==> src/rtl/nts_api_initiator_pkg.sv <==
// rtl/nts_api_initiator_pkg.sv - shared encodings and constants for the NTS API initiator
// Purpose: FSM state encodings, default timeout, nts_api sub-block base addresses and
// a saturating 8-bit increment helper. No ports (package).
package nts_api_initiator_pkg;

    localparam logic [1:0] ST_IDLE  = 2'd0;
    localparam logic [1:0] ST_ISSUE = 2'd1;
    localparam logic [1:0] ST_WAIT  = 2'd2;
    localparam logic [1:0] ST_RESP  = 2'd3;

    localparam int DEFAULT_TIMEOUT_CYCLES = 64;

    localparam logic [11:0] BASE_ENGINE = 12'h000;
    localparam logic [11:0] BASE_CLOCK  = 12'h010;
    localparam logic [11:0] BASE_COOKIE = 12'h020;
    localparam logic [11:0] BASE_KEYMEM = 12'h080;
    localparam logic [11:0] BASE_DEBUG  = 12'h180;
    localparam logic [11:0] BASE_PARSER = 12'h200;

    function automatic logic [7:0] sat_inc8(input logic [7:0] v);
        return (v == 8'hFF) ? v : v + 8'd1;
    endfunction

endpackage

==> src/rtl/nts_api_timeout_counter.sv <==
// rtl/nts_api_timeout_counter.sv - saturating WAIT-state timeout counter
// Purpose: counts enabled cycles after a clear and flags the last permitted cycle.
// Ports:
//   i_clk      in  clock
//   i_areset   in  synchronous active-high reset
//   i_clear    in  reset the count to 0 (takes priority over enable)
//   i_enable   in  advance the count by one
//   o_expired  out count has reached TIMEOUT_CYCLES-1
module nts_api_timeout_counter #(
    parameter int TIMEOUT_CYCLES = 64
) (
    input  logic i_clk,
    input  logic i_areset,
    input  logic i_clear,
    input  logic i_enable,
    output logic o_expired
);

    localparam int CW = $clog2(TIMEOUT_CYCLES);
    localparam logic [CW-1:0] LAST = CW'(TIMEOUT_CYCLES - 1);

    logic [CW-1:0] cnt_q;
    logic [CW-1:0] cnt_d;

    assign o_expired = (cnt_q == LAST);

    // Holds at LAST once reached so the count can never wrap back to 0.
    always_comb begin
        cnt_d = cnt_q;
        if (i_clear) begin
            cnt_d = '0;
        end else if (i_enable && !o_expired) begin
            cnt_d = cnt_q + CW'(1);
        end
    end

    always_ff @(posedge i_clk) begin
        if (i_areset) begin
            cnt_q <= '0;
        end else begin
            cnt_q <= cnt_d;
        end
    end

endmodule

==> src/rtl/nts_api_initiator.sv <==
// rtl/nts_api_initiator.sv - single-outstanding master for the nts_api register bus
// Purpose: accepts one command (valid/ready), pulses cs for one cycle, waits for
// read_data_valid or a timeout, then holds the response until taken.
// Ports:
//   i_clk, i_areset                 clock, synchronous active-high reset
//   i_cmd_valid/o_cmd_ready         command handshake
//   i_cmd_we/address/write_data     command fields
//   o_rsp_valid/i_rsp_ready         response handshake
//   o_rsp_read_data/o_rsp_error     response fields (data 0 and error 1 on timeout)
//   o_api_cs/we/address/write_data  request to nts_api, fields zero when cs is low
//   i_api_read_data(_valid)         nts_api completion
//   i_api_busy                      nts_api back-pressure
//   o_busy                          FSM not idle
//   o_stray_count                   saturating count of completions outside WAIT
module nts_api_initiator
    import nts_api_initiator_pkg::*;
#(
    parameter int ADDR_WIDTH     = 12,
    parameter int DATA_WIDTH     = 32,
    parameter int TIMEOUT_CYCLES = DEFAULT_TIMEOUT_CYCLES
) (
    input  logic                  i_clk,
    input  logic                  i_areset,
    input  logic                  i_cmd_valid,
    output logic                  o_cmd_ready,
    input  logic                  i_cmd_we,
    input  logic [ADDR_WIDTH-1:0] i_cmd_address,
    input  logic [DATA_WIDTH-1:0] i_cmd_write_data,
    output logic                  o_rsp_valid,
    input  logic                  i_rsp_ready,
    output logic [DATA_WIDTH-1:0] o_rsp_read_data,
    output logic                  o_rsp_error,
    output logic                  o_api_cs,
    output logic                  o_api_we,
    output logic [ADDR_WIDTH-1:0] o_api_address,
    output logic [DATA_WIDTH-1:0] o_api_write_data,
    input  logic [DATA_WIDTH-1:0] i_api_read_data,
    input  logic                  i_api_read_data_valid,
    input  logic                  i_api_busy,
    output logic                  o_busy,
    output logic [7:0]            o_stray_count
);

    logic [1:0]            state_q,    state_d;
    logic                  cmd_we_q,   cmd_we_d;
    logic [ADDR_WIDTH-1:0] cmd_addr_q, cmd_addr_d;
    logic [DATA_WIDTH-1:0] cmd_data_q, cmd_data_d;
    logic [DATA_WIDTH-1:0] rsp_data_q, rsp_data_d;
    logic                  rsp_err_q,  rsp_err_d;
    logic [7:0]            stray_q,    stray_d;

    logic cnt_clear;
    logic cnt_enable;
    logic cnt_expired;
    logic cmd_fire;

    nts_api_timeout_counter #(
        .TIMEOUT_CYCLES(TIMEOUT_CYCLES)
    ) u_timeout (
        .i_clk     (i_clk),
        .i_areset  (i_areset),
        .i_clear   (cnt_clear),
        .i_enable  (cnt_enable),
        .o_expired (cnt_expired)
    );

    // Ready is also held low during reset so a command cannot appear accepted
    // on an edge where reset discards it.
    assign o_cmd_ready = (state_q == ST_IDLE) && !i_api_busy && !i_areset;
    assign cmd_fire    = i_cmd_valid && o_cmd_ready;

    assign o_api_cs         = (state_q == ST_ISSUE);
    assign o_api_we         = o_api_cs && cmd_we_q;
    assign o_api_address    = o_api_cs ? cmd_addr_q : '0;
    assign o_api_write_data = o_api_cs ? cmd_data_q : '0;

    assign o_rsp_valid     = (state_q == ST_RESP);
    assign o_rsp_read_data = rsp_data_q;
    assign o_rsp_error     = rsp_err_q;
    assign o_busy          = (state_q != ST_IDLE);
    assign o_stray_count   = stray_q;

    always_comb begin
        state_d    = state_q;
        cmd_we_d   = cmd_we_q;
        cmd_addr_d = cmd_addr_q;
        cmd_data_d = cmd_data_q;
        rsp_data_d = rsp_data_q;
        rsp_err_d  = rsp_err_q;
        stray_d    = stray_q;
        cnt_clear  = 1'b0;
        cnt_enable = 1'b0;

        case (state_q)
            ST_IDLE: begin
                if (cmd_fire) begin
                    cmd_we_d   = i_cmd_we;
                    cmd_addr_d = i_cmd_address;
                    cmd_data_d = i_cmd_write_data;
                    state_d    = ST_ISSUE;
                end
            end
            ST_ISSUE: begin
                cnt_clear = 1'b1;
                state_d   = ST_WAIT;
            end
            ST_WAIT: begin
                cnt_enable = 1'b1;
                // A completion on the last permitted cycle still counts as success.
                if (i_api_read_data_valid) begin
                    rsp_data_d = i_api_read_data;
                    rsp_err_d  = 1'b0;
                    state_d    = ST_RESP;
                end else if (cnt_expired) begin
                    rsp_data_d = '0;
                    rsp_err_d  = 1'b1;
                    state_d    = ST_RESP;
                end
            end
            ST_RESP: begin
                if (i_rsp_ready) begin
                    state_d = ST_IDLE;
                end
            end
            default: state_d = ST_IDLE;
        endcase

        if (i_api_read_data_valid && (state_q != ST_WAIT)) begin
            stray_d = sat_inc8(stray_q);
        end
    end

    always_ff @(posedge i_clk) begin
        if (i_areset) begin
            state_q    <= ST_IDLE;
            cmd_we_q   <= 1'b0;
            cmd_addr_q <= '0;
            cmd_data_q <= '0;
            rsp_data_q <= '0;
            rsp_err_q  <= 1'b0;
            stray_q    <= 8'd0;
        end else begin
            state_q    <= state_d;
            cmd_we_q   <= cmd_we_d;
            cmd_addr_q <= cmd_addr_d;
            cmd_data_q <= cmd_data_d;
            rsp_data_q <= rsp_data_d;
            rsp_err_q  <= rsp_err_d;
            stray_q    <= stray_d;
        end
    end

endmodule

==> config.mk <==
export PLATFORM = sky130hd
export DESIGN_NAME = nts_api_initiator
export DESIGN_NICKNAME = d
export VERILOG_FILES = /design/src/rtl/nts_api_initiator_pkg.sv /design/src/rtl/nts_api_timeout_counter.sv /design/src/rtl/nts_api_initiator.sv
export SDC_FILE = /design/constraint.sdc
export NUM_CORES = 1
export LEC_CHECK = 0
export ABC_AREA = 1
export CAP_MARGIN = 25
export CORE_UTILIZATION = 46
export CTS_CLUSTER_DIAMETER = 80
export CTS_CLUSTER_SIZE = 8
export DETAILED_ROUTE_END_ITERATION = 8
export PLACE_DENSITY = 0.86
export SYNTH_ARGS = -nofsm -noshare
export SYNTH_HDL_FRONTEND = slang
export SYNTH_SLANG_ARGS = --single-unit
==> constraint.sdc <==
create_clock -name i_clk -period 3.02 [get_ports i_clk]
set_clock_uncertainty 0.15 [all_clocks]
set_input_delay 0.604 -clock i_clk [delete_from_list [all_inputs] [get_ports i_clk]]
set_output_delay 0.604 -clock i_clk [all_outputs]
set_load 0.01 [all_outputs]
==> impl_metrics.ini <==
[outcome]
outcome = finished, final reports clean

[power_and_ir_drop]
vdd_drop_max_uv = 337.7
cellInternalPower_mw = 2.229
comb_power_share_pct = 30.5
p_leak_nw = 2.598
switching_share_pct = 32.79
power_switching_mw = 1.087
power_per_cell_area_nw_per_um2 = 558.1
pwr-share-seq_pct = 43.7
clockPowerShare_pct = 25.7

[synthesis]
yosys.cell_types.count = 26
synth_enable_flop_cells = 0
synth_sequential_area_ratio_pct = 47.12
postSynthNetCount = 667
post_synth_instance_area_sq_um = 3994
synth-warning-count = 0
post_synth_arst_share_pct = 0
postSynthCellCount = 577
synth-seq-cells = 94
avgSynthCellArea_sq_um = 6.922
postSynth.topFlopCell = sky130_fd_sc_hd__dfxtp_1

[sta]
timing.hold.ws_ns = 0.3163
finalCriticalPeriod_ns = 2.703
setup_tns_ns = 0
worstMarginPinSlew_ns = 0.7691
maxSlewViolCount = 0
max_slew_margin_pct = 48.66
grt_setup_unrepaired = false
final_hold_viol_count = 0
fmaxAchievable_mhz = 369.9
final_min_period_over_clock_period_pct = 89.51
report.final.setup_viol = 0

[detailed_routing]
vias = 4084
route.top_layer_used = met4
detail_route.wirelength_mm = 10.59
drc = 0
final_antenna_net_count = 0
wl_met1_mm = 4.462
drt-wirelength-per-cell_um = 12.53
drt_first_pass_iters = 4
route.met3.wl_um = 989
met2_wirelength_mm = 5.111
dr.first_iter.drc_count = 152
viasPerCell = 4.833

[setup_path]
crit_cells = 5
cp_data_required_time_ns = 2.27
setup.worst_path.start_class = register
critical-path-top-delay-family = buffers and inverters
slowest_stage = sky130_fd_sc_hd__clkdlybuf4s50_1
crit_chain = inv_1 -> ha_1 -> inv_1 -> nor3_1 -> clkdlybuf4s50_1
worst_path_max_fanout = 4
worst-r2r-cell-count = 6
criticalPathCategory = reg -> out
worstPathBufferInverterCount = 3
arrival_ns = 1.95
critPathMostFrequentCell = sky130_fd_sc_hd__inv_1
critical_path.endpoint_type = output pin
cpPeakStageDelay_ns = 0.58

[die]
initial_core_utilization_pct = 48.12
die_area_sq_um = 9059
die-height_um = 95.18
fp.coreArea_sq_um = 8299
die_width_um = 95.18
pin_count = 173
rows = 33

[cts]
cts-resized-gates = 0
clock-root-buffer = sky130_fd_sc_hd__clkbuf_8
cts-htree-levels = 3
cts-hold-fix-buffers = 0
postCtsSetupRepairBufs = 0
tritoncts = built
clock_latency_of_the_later_clocked_register_in_the_worst_skew_pair_ns = 0.35
cts_made_buffers = 9
clkSlewWorstSetupHoldPaths_ns = 0.10
cts-root-to-sink-buffers = 2
cts_sinks = 94

[finish]
layout.nets = 825
flow.area_growth_from_synthesis_pct = 48.81
antenna_cells = 0
fraction_of_final_layout_cells_with_drive_strength_greater_than_1_pct = 4.189

[placement]
detailed_placer_s_ending_hpwl_mm = 7.424
place.gp.congestion = 0.7816
placement.io_buffers = 172

[grt]
antenna_found_initial = 0
grtUsageTotal_pct = 23.41
grt_first_pass_wirelength_mm = 16.82
number_of_global_route_vias_before_repair = 3792
pin_count_of_the_biggest_net_entering_global_routing = 52
global_route.overflow_total = 0

[flow_run]
drv.max_cap_violation_count = 0

[hold_path]
min_delay_path_depth = 2
timing.hold.worst.class = reg -> reg
## power groups by stage
stage | Clock [mW] | Sequential [mW] | Combinational [mW]
after floorplan | 0 | 1.49 | 0.569
after detailed placement | 0 | 1.48 | 1.01
after global routing | 0.930 | 1.47 | 1.13
after global placement | 0 | 1.47 | 0.983
after CTS | 0.876 | 1.45 | 1.02
final | 0.853 | 1.45 | 1.01
## cell usage after synthesis (5+ instances only)
cell type	number	area share [%]
sky130_fd_sc_hd__ha_1	7	2.2
sky130_fd_sc_hd__clkbuf_1	8	0.75
sky130_fd_sc_hd__buf_2	13	1.6
sky130_fd_sc_hd__o21ai_1	6	0.75
sky130_fd_sc_hd__nand3_1	8	1.0
sky130_fd_sc_hd__dfxtp_1	94	47
sky130_fd_sc_hd__buf_1	5	0.47
sky130_fd_sc_hd__nand2_1	142	13
sky130_fd_sc_hd__a21oi_1	42	5.3
sky130_fd_sc_hd__o21ai_0	47	5.9
sky130_fd_sc_hd__inv_1	73	6.9
sky130_fd_sc_hd__nor2_1	106	10
## layer usage
metal	up-vias	global-route usage, %
met5	-	0
met4	0	6.187
met2	157	40.60
met3	2	6.619
met1	1852	28.25
li1	2073	-
## worst paths after layout
kind	startpoint	endpoint	slack, ns
hold / removal	o_rsp_read_data[26]	o_rsp_read_data[26]	0.32
setup reg to reg	state_q[0]	cmd_data_q[12]	1.10
setup / recovery	state_q[0]	o_cmd_ready	0.32
hold reg to reg	o_rsp_read_data[26]	o_rsp_read_data[26]	0.32
## worst reg2reg max path: cells and delay by family, from the launching register on
family,cells,cell delay [ns]
buf+inv,2,0.70
fa+ha+maj,1,0.23
flops,1,0.35
simple gates,3,0.41
## sequential cells by signal, summed over array words and instances (netlist names)
signal           count
cmd_we_q             1
cmd_addr_q          12
o_rsp_read_data     32
o_stray_count        8
o_rsp_error          1
cmd_data_q          32
state_q              2
u_timeout.cnt_q      6
## cells by family after synthesis
logic type | synth area share [%]
buf+inv | 10.93
xor+xnor | 0.6580
flops | 47.12
compound gates | 12.31
simple gates | 26.79
fa+ha+maj | 2.193
## per-stage QoR
| step | util (%) | cells | setup slack, ns | power [mW] | instance area (sq um) |
|---|---|---|---|---|---|
| 2_1_floorplan | - | 577 | 1.023 | 2.056 | 3994 |
| 3_3_place_gp | 69.18 | 829 | 0.3419 | 2.452 | 5742 |
| 3_5_place_dp | 69.18 | 829 | 0.2550 | 2.491 | 5742 |
| 4_1_cts | 71.61 | 845 | 0.2761 | 3.347 | 5943 |
| 5_1_grt | 71.61 | 845 | 0.1818 | 3.528 | 5943 |
| 6_report | 71.61 | 845 | 0.3168 | 3.317 | 5943 |
## final cells by class
type	count	area [sq um]
well taps	105	131.4
clock inverters	6	73.82
fillers	662	2356
inverters	75	281.5
flip-flops and latches	94	1882
clock buffers	10	127.6
repair buffers	177	1772
multi-input cells	378	1675
## cell usage in the layout, fill, tap and decap left out
| cell | n |
|---|---|
| sky130_fd_sc_hd__a21boi_0 | 1 |
| sky130_fd_sc_hd__nand4_2 | 1 |
| sky130_fd_sc_hd__xor2_1 | 1 |
| sky130_fd_sc_hd__nor2_2 | 2 |
| sky130_fd_sc_hd__clkinv_4 | 1 |
| sky130_fd_sc_hd__or2_2 | 1 |
| sky130_fd_sc_hd__nand4_1 | 4 |
| sky130_fd_sc_hd__inv_1 | 73 |
| sky130_fd_sc_hd__ha_1 | 7 |
| sky130_fd_sc_hd__nand3b_1 | 1 |
| sky130_fd_sc_hd__clkdlybuf4s50_1 | 172 |
| sky130_fd_sc_hd__buf_4 | 4 |
| sky130_fd_sc_hd__bufinv_16 | 1 |
| sky130_fd_sc_hd__clkbuf_1 | 1 |
| sky130_fd_sc_hd__nand2_2 | 4 |
| sky130_fd_sc_hd__nor2_1 | 106 |
| sky130_fd_sc_hd__o21ai_1 | 6 |
| sky130_fd_sc_hd__o21ai_0 | 47 |
| sky130_fd_sc_hd__a21oi_2 | 1 |
| sky130_fd_sc_hd__a21oi_1 | 42 |
| sky130_fd_sc_hd__buf_12 | 1 |
| sky130_fd_sc_hd__clkbuf_8 | 9 |
| sky130_fd_sc_hd__dfxtp_1 | 94 |
| sky130_fd_sc_hd__nor3_1 | 2 |
| sky130_fd_sc_hd__nand3_1 | 8 |
| sky130_fd_sc_hd__inv_2 | 2 |
| sky130_fd_sc_hd__xnor2_1 | 2 |
| sky130_fd_sc_hd__nand2_1 | 142 |
| sky130_fd_sc_hd__inv_6 | 4 |
(Power assumes the default switching activity.)
==> RTL change 1 (config.mk and constraints unchanged) <==
Take the reset off `rsp_data_q` and load it in a clocked block of its own.
--- a/src/rtl/nts_api_initiator.sv
+++ b/src/rtl/nts_api_initiator.sv
@@ -138,3 +138,2 @@
             cmd_data_q <= '0;
-            rsp_data_q <= '0;
             rsp_err_q  <= 1'b0;
@@ -146,3 +145,2 @@
             cmd_data_q <= cmd_data_d;
-            rsp_data_q <= rsp_data_d;
             rsp_err_q  <= rsp_err_d;
@@ -152,2 +150,6 @@
 
+    always_ff @(posedge i_clk) begin
+        rsp_data_q <= rsp_data_d;
+    end
+
 endmodule
Behaviour: differs if i_areset is asserted again (counterexample within 4 cycles, from zero or initial values and one cycle with i_areset high); with i_areset held inactive, the same outputs for 10 cycles.
==> RTL change 1 against the unedited design <==
  * Critical path depth decreased by 2
  * Area after synthesis increased by 3.1%
  * Fmax decreased by 2.5%
  * Worst setup slack worse by 0.069 ns
  * Die area is 3.1% higher
  * Cell area is 3.4% higher
  * Sequential cell count did not move
  * Wire length fell by 0.82%
  * Total power up 2.5%
  * Cell count is 3.4% lower
  * Critical endpoint unchanged
  * Largest cell class unchanged
  * Largest power group unchanged
  * Highest routed layer unchanged
==> RTL change 1: results (changes against the unedited design) <==
* GRT Total Usage at 22.8% (was 23.4%)
* Worst reg-to-reg path cell count at 8 (was 6)
* Layout Nets at 793 (was 825)
* Finished Layout Cells at 816 (was 845)
* Port-buffer cells at 172 (unchanged)
* Worst reg2reg startpoint: u_timeout.cnt_q[0] (was state_q[0])
* Drt first pass iters at 6 (was 4)
* Critical path fanouts, max at 5 (was 4)
* Peak VDD IR at 0.317 mV (was 0.338 mV)
* Post-DP Area at 5920 um2 (was 5740 um2)
* Max-slew headroom at 68.9% (was 48.7%)
* Synth cell types at 27 (was 26)
* CP Launch Point: i_areset (was state_q[0])
* First-pass GRT wire length at 17,300 um (was 16,800 um)
* Post-synthesis sequential area ratio at 53.5% (was 47.1%)
* RD Place Congestion at 0.821 (was 0.782)
* HPWL after DPL at 7670 um (was 7420 um)
* Vias per inst at 4.72 (was 4.83)
* Pin count of the biggest net entering global routing at 55 (was 52)
* Area contributors post-synth: dfxtp_1 30%, edfxtp_1 23%, nand2_1 10%, nor2_1 9.7%, inv_1 9.5% (was dfxtp_1 47%, nand2_1 13%, nor2_1 10%, inv_1 6.9%, o21ai_0 5.9%)
* Iteration-0 DRC Markers at 137 (was 152)
* Syn_area_per_cell at 7.66 um2 (was 6.92 um2)
* Pre-CTS WS at 0.239 ns (was 0.255 ns)
* Cell count along the critical path at 3 (was 5)
* Post-Syn Nets at 628 (was 667)
* Worst min path class: reg -> reg (unchanged)
* Status: complete, no violations (unchanged)
* Detailed Route WL at 10,500 um (was 10,600 um)
* Commonest cells post-synth: 111 x nand2_1, 106 x nor2_1, 104 x inv_1, 62 x dfxtp_1, 48 x o21ai_0 (was 142 x nand2_1, 106 x nor2_1, 94 x dfxtp_1, 73 x inv_1, 47 x o21ai_0)
==> RTL change 1: cell types whose count changed in the layout (fill, tap and decap cells not counted), sizes merged, moves of 2 or more <==
cell and delta:
inv +31, nand2 -32, dfxtp -32, edfxtp +32, a21oi -32, nand3 -3, xnor2 -2
==> RTL change 1: cell type report <==
type | instances | area, um2
clock buffer | 11 | 163
inverter | 107 | 404
fill | 688 | 2530
clock inverter | 5 | 61.3
timing repair buffer | 178 | 1790
multi-input combinational | 313 | 1390
tap | 108 | 135
sequential | 94 | 2200
==> RTL change 1: worst min path at each step <==
stage / startpoint / to / slack [ns] / depth (start not counted)
2_1_floorplan: u_timeout.cnt_q[5] / u_timeout.cnt_q[5] / 0.29 / 2
3_3_place_gp: o_rsp_error / o_rsp_error / 0.30 / 2
3_5_place_dp: o_rsp_error / o_rsp_error / 0.31 / 2
4_1_cts: cmd_data_q[0] / cmd_data_q[0] / 0.34 / 2
5_1_grt: cmd_data_q[10] / cmd_data_q[10] / 0.36 / 2
6_report: cmd_data_q[0] / cmd_data_q[0] / 0.34 / 2
==> RTL change 1: cells by family after synthesis <==
logic type / share of synthesized area (%)
buffers and inverters: 12.8
xor gates and xnor gates: 0.213
DFF: 53.5
adders and majority gates: 2.13
AOI/OAI and AO/OA: 8.08
and+or+nand+nor: 23.3
==> RTL change 1: power by group <==
| part | leakage, nW | internal [mW] | switching (mW) |
|---|---|---|---|
| Combinational | 2.00 | 0.437 | 0.522 |
| Sequential | 0.801 | 1.46 | 0.0683 |
| Clock | 0.116 | 0.464 | 0.450 |
| Total | 2.92 | 2.36 | 1.04 |
==> RTL change 1: layer usage <==
metal	vias up	GRT usage [%]	part of all wire [%]
li1	1946	-	-
met1	1764	26.1	41
met2	115	41.7	52
met3	25	3.97	4.2
met4	0	9.18	3.1
met5	-	0	0
==> RTL change 2 (config.mk and constraints unchanged) <==
Without the edit above. `ADDR_WIDTH`: 12 -> 13.
--- a/src/rtl/nts_api_initiator.sv
+++ b/src/rtl/nts_api_initiator.sv
@@ -17,3 +17,3 @@
 #(
-    parameter int ADDR_WIDTH     = 12,
+    parameter int ADDR_WIDTH     = 13,
     parameter int DATA_WIDTH     = 32,
Ports: changed (resized i_cmd_address and o_api_address); port bits go from 173 to 175. The function was not compared with the original's and may differ.
==> RTL change 2 against the unedited design <==
  * Via count is 1.7% higher
  * Count of clock-buffer cells in the layout is 1 higher
  * Area after synthesis is 1.5% higher
  * Total power is 0.51% higher
  * Wire length is 2.0% higher
  * Sequential cell count is 1 higher
  * Clock power is 1% higher
  * Register-to-register slack worse by 0.06 ns
  * Cell area is 1.1% higher
  * Worst setup slack worse by 0.16 ns
==> RTL change 2: results (changes against the unedited design) <==
* HPWL after DPL at 7670 um (was 7420 um)
* Synthesized-area fraction occupied by adder cells at 2.16% (was 2.19%)
* Post-synthesis sequential area ratio at 46.9% (was 47.1%)
* Yosys Warn Count at 0 (unchanged)
* Main synth FF type: dfxtp_1 (unchanged)
* Data arrival, critical path at 2.11 ns (was 1.95 ns)
* Clk_lat worst skew at 0.35 ns (about the same)
* Synth cell types at 24 (was 26)
* Cell Pwr Density at 555 nW/um2 (was 558 nW/um2)
* Vias in the first global route at 3,856 (was 3,792)
* Post-DP Area at 5810 um2 (was 5740 um2)
* Bufs on Longest Clock Path at 2 (unchanged)
* FILL cells at 679 (was 662)
* Tightest Pin Transition at 0.752 ns (was 0.769 ns)
* Pin count of the biggest net entering global routing at 53 (was 52)
* Initial antenna violation count at 0 (unchanged)
* Clock transition at the registers of the reported paths at 0.09 ns
* Final hold slack at 0.316 ns (about the same)
* TritonCTS buffer count at 9 (unchanged)
* Routed len/inst at 12.6 um (was 12.5 um)
* Compound-Gate Fraction of Synth Area at 11.9% (was 12.3%)
* Post-Syn Nets at 677 (was 667)
* Root Driver: clkbuf_8 (unchanged)
* Area contributors post-synth: dfxtp_1 47%, nand2_1 14%, nor2_1 10%, inv_1 6.6%, o21ai_0 5.8% (was dfxtp_1 47%, nand2_1 13%, nor2_1 10%, inv_1 6.9%, o21ai_0 5.9%)
* Iteration-0 DRC Markers at 161 (was 152)
* Worst min path class: reg -> reg (unchanged)
* CTS HTree Levels at 3 (unchanged)
* Layout Nets at 837 (was 825)
* Share of cells above drive strength 1 at 4.40% (was 4.19%)
* Vias per inst at 4.86 (was 4.83)
* Setup bufs post-CTS at 0 (unchanged)
* Commonest cells post-synth: 150 x nand2_1, 109 x nor2_1, 95 x dfxtp_1, 71 x inv_1, 47 x o21ai_0 (was 142 x nand2_1, 106 x nor2_1, 94 x dfxtp_1, 73 x inv_1, 47 x o21ai_0)
* Diode count at 0 (unchanged)
* Post-CTS Resized at 0 (unchanged)
* FFs w/ async S/R, synth at 0% (unchanged)
* Status: complete, no violations (unchanged)
* Post-Synth XOR/XNOR Area at 0.648% (was 0.658%)
* R2R setup slack at 1.04 ns (was 1.10 ns)
* Drt first pass iters at 4 (unchanged)
* RD Place Congestion at 0.824 (was 0.782)
* Critical path fanouts, max at 48 (was 4)
* Port-buffer cells at 174 (was 172)
* Leak at 2.62 nW (was 2.60 nW)
* GRT Total Usage at 23.7% (was 23.4%)
* First-pass GRT wire length at 17,000 um (was 16,800 um)
* Mux cell area share after synthesis at 0% (unchanged)
* Peak VDD IR at 0.342 mV (was 0.338 mV)
-- RTL change 2: critical path, cell delays in order (launching register included) --
cell and delay (ns):
dfxtp_1 0.35, inv_1 0.11, ha_1 0.15, buf_4 0.41
nand2_1 0.13, inv_1 0.08, clkdlybuf4s50_1 0.53
-- RTL change 2: area by class of cell --
class | instances | share of cell area (%)
Inverter | 74 | 4.62
Clock inverter | 4 | 0.874
Tap cell | 105 | 2.19
Timing Repair Buffer | 179 | 29.6
Clock buffer | 11 | 2.52
Sequential cell | 95 | 31.6
Multi-Input combinational cell | 387 | 28.6
-- RTL change 2: metal layers --
layer	wire length, um	GRT usage [%]	vias to the layer above
met3	977	7.74	19
li1	-	-	2101
met4	214	8.21	0
met2	5070	40.7	165
met5	0	0	-
met1	4530	27.5	1868
-- RTL change 2: cell families after synthesis --
logic type / after synthesis
flops: 95
buf+inv: 104
fa+ha+maj: 7
xor+xnor: 3
compound gates: 95
simple gates: 282
-- RTL change 2: worst paths after layout --
path	depth (start not counted)	endpoint	from
setup / recovery	6	o_api_write_data[8]	state_q[1]
hold / removal	2	o_rsp_read_data[0]	o_rsp_read_data[0]
setup reg to reg	7	o_rsp_read_data[28]	state_q[0]
hold reg to reg	2	o_rsp_read_data[0]	o_rsp_read_data[0]
-- RTL change 2: power breakdown --
group	internal [mW]	switching [mW]	leakage [nW]	total, mW
sequential	1.39	0.0815	0.772	1.47
clock	0.427	0.436	0.106	0.863
combinational	0.449	0.555	1.75	1.00
-- RTL change 2: per-stage QoR --
stage	setup WS, ns	std cells
after global routing	0.0244	855
final	0.153	855
after CTS	0.153	855
after floorplan	1.00	586
after global placement	0.337	840
after detailed placement	0.350	840
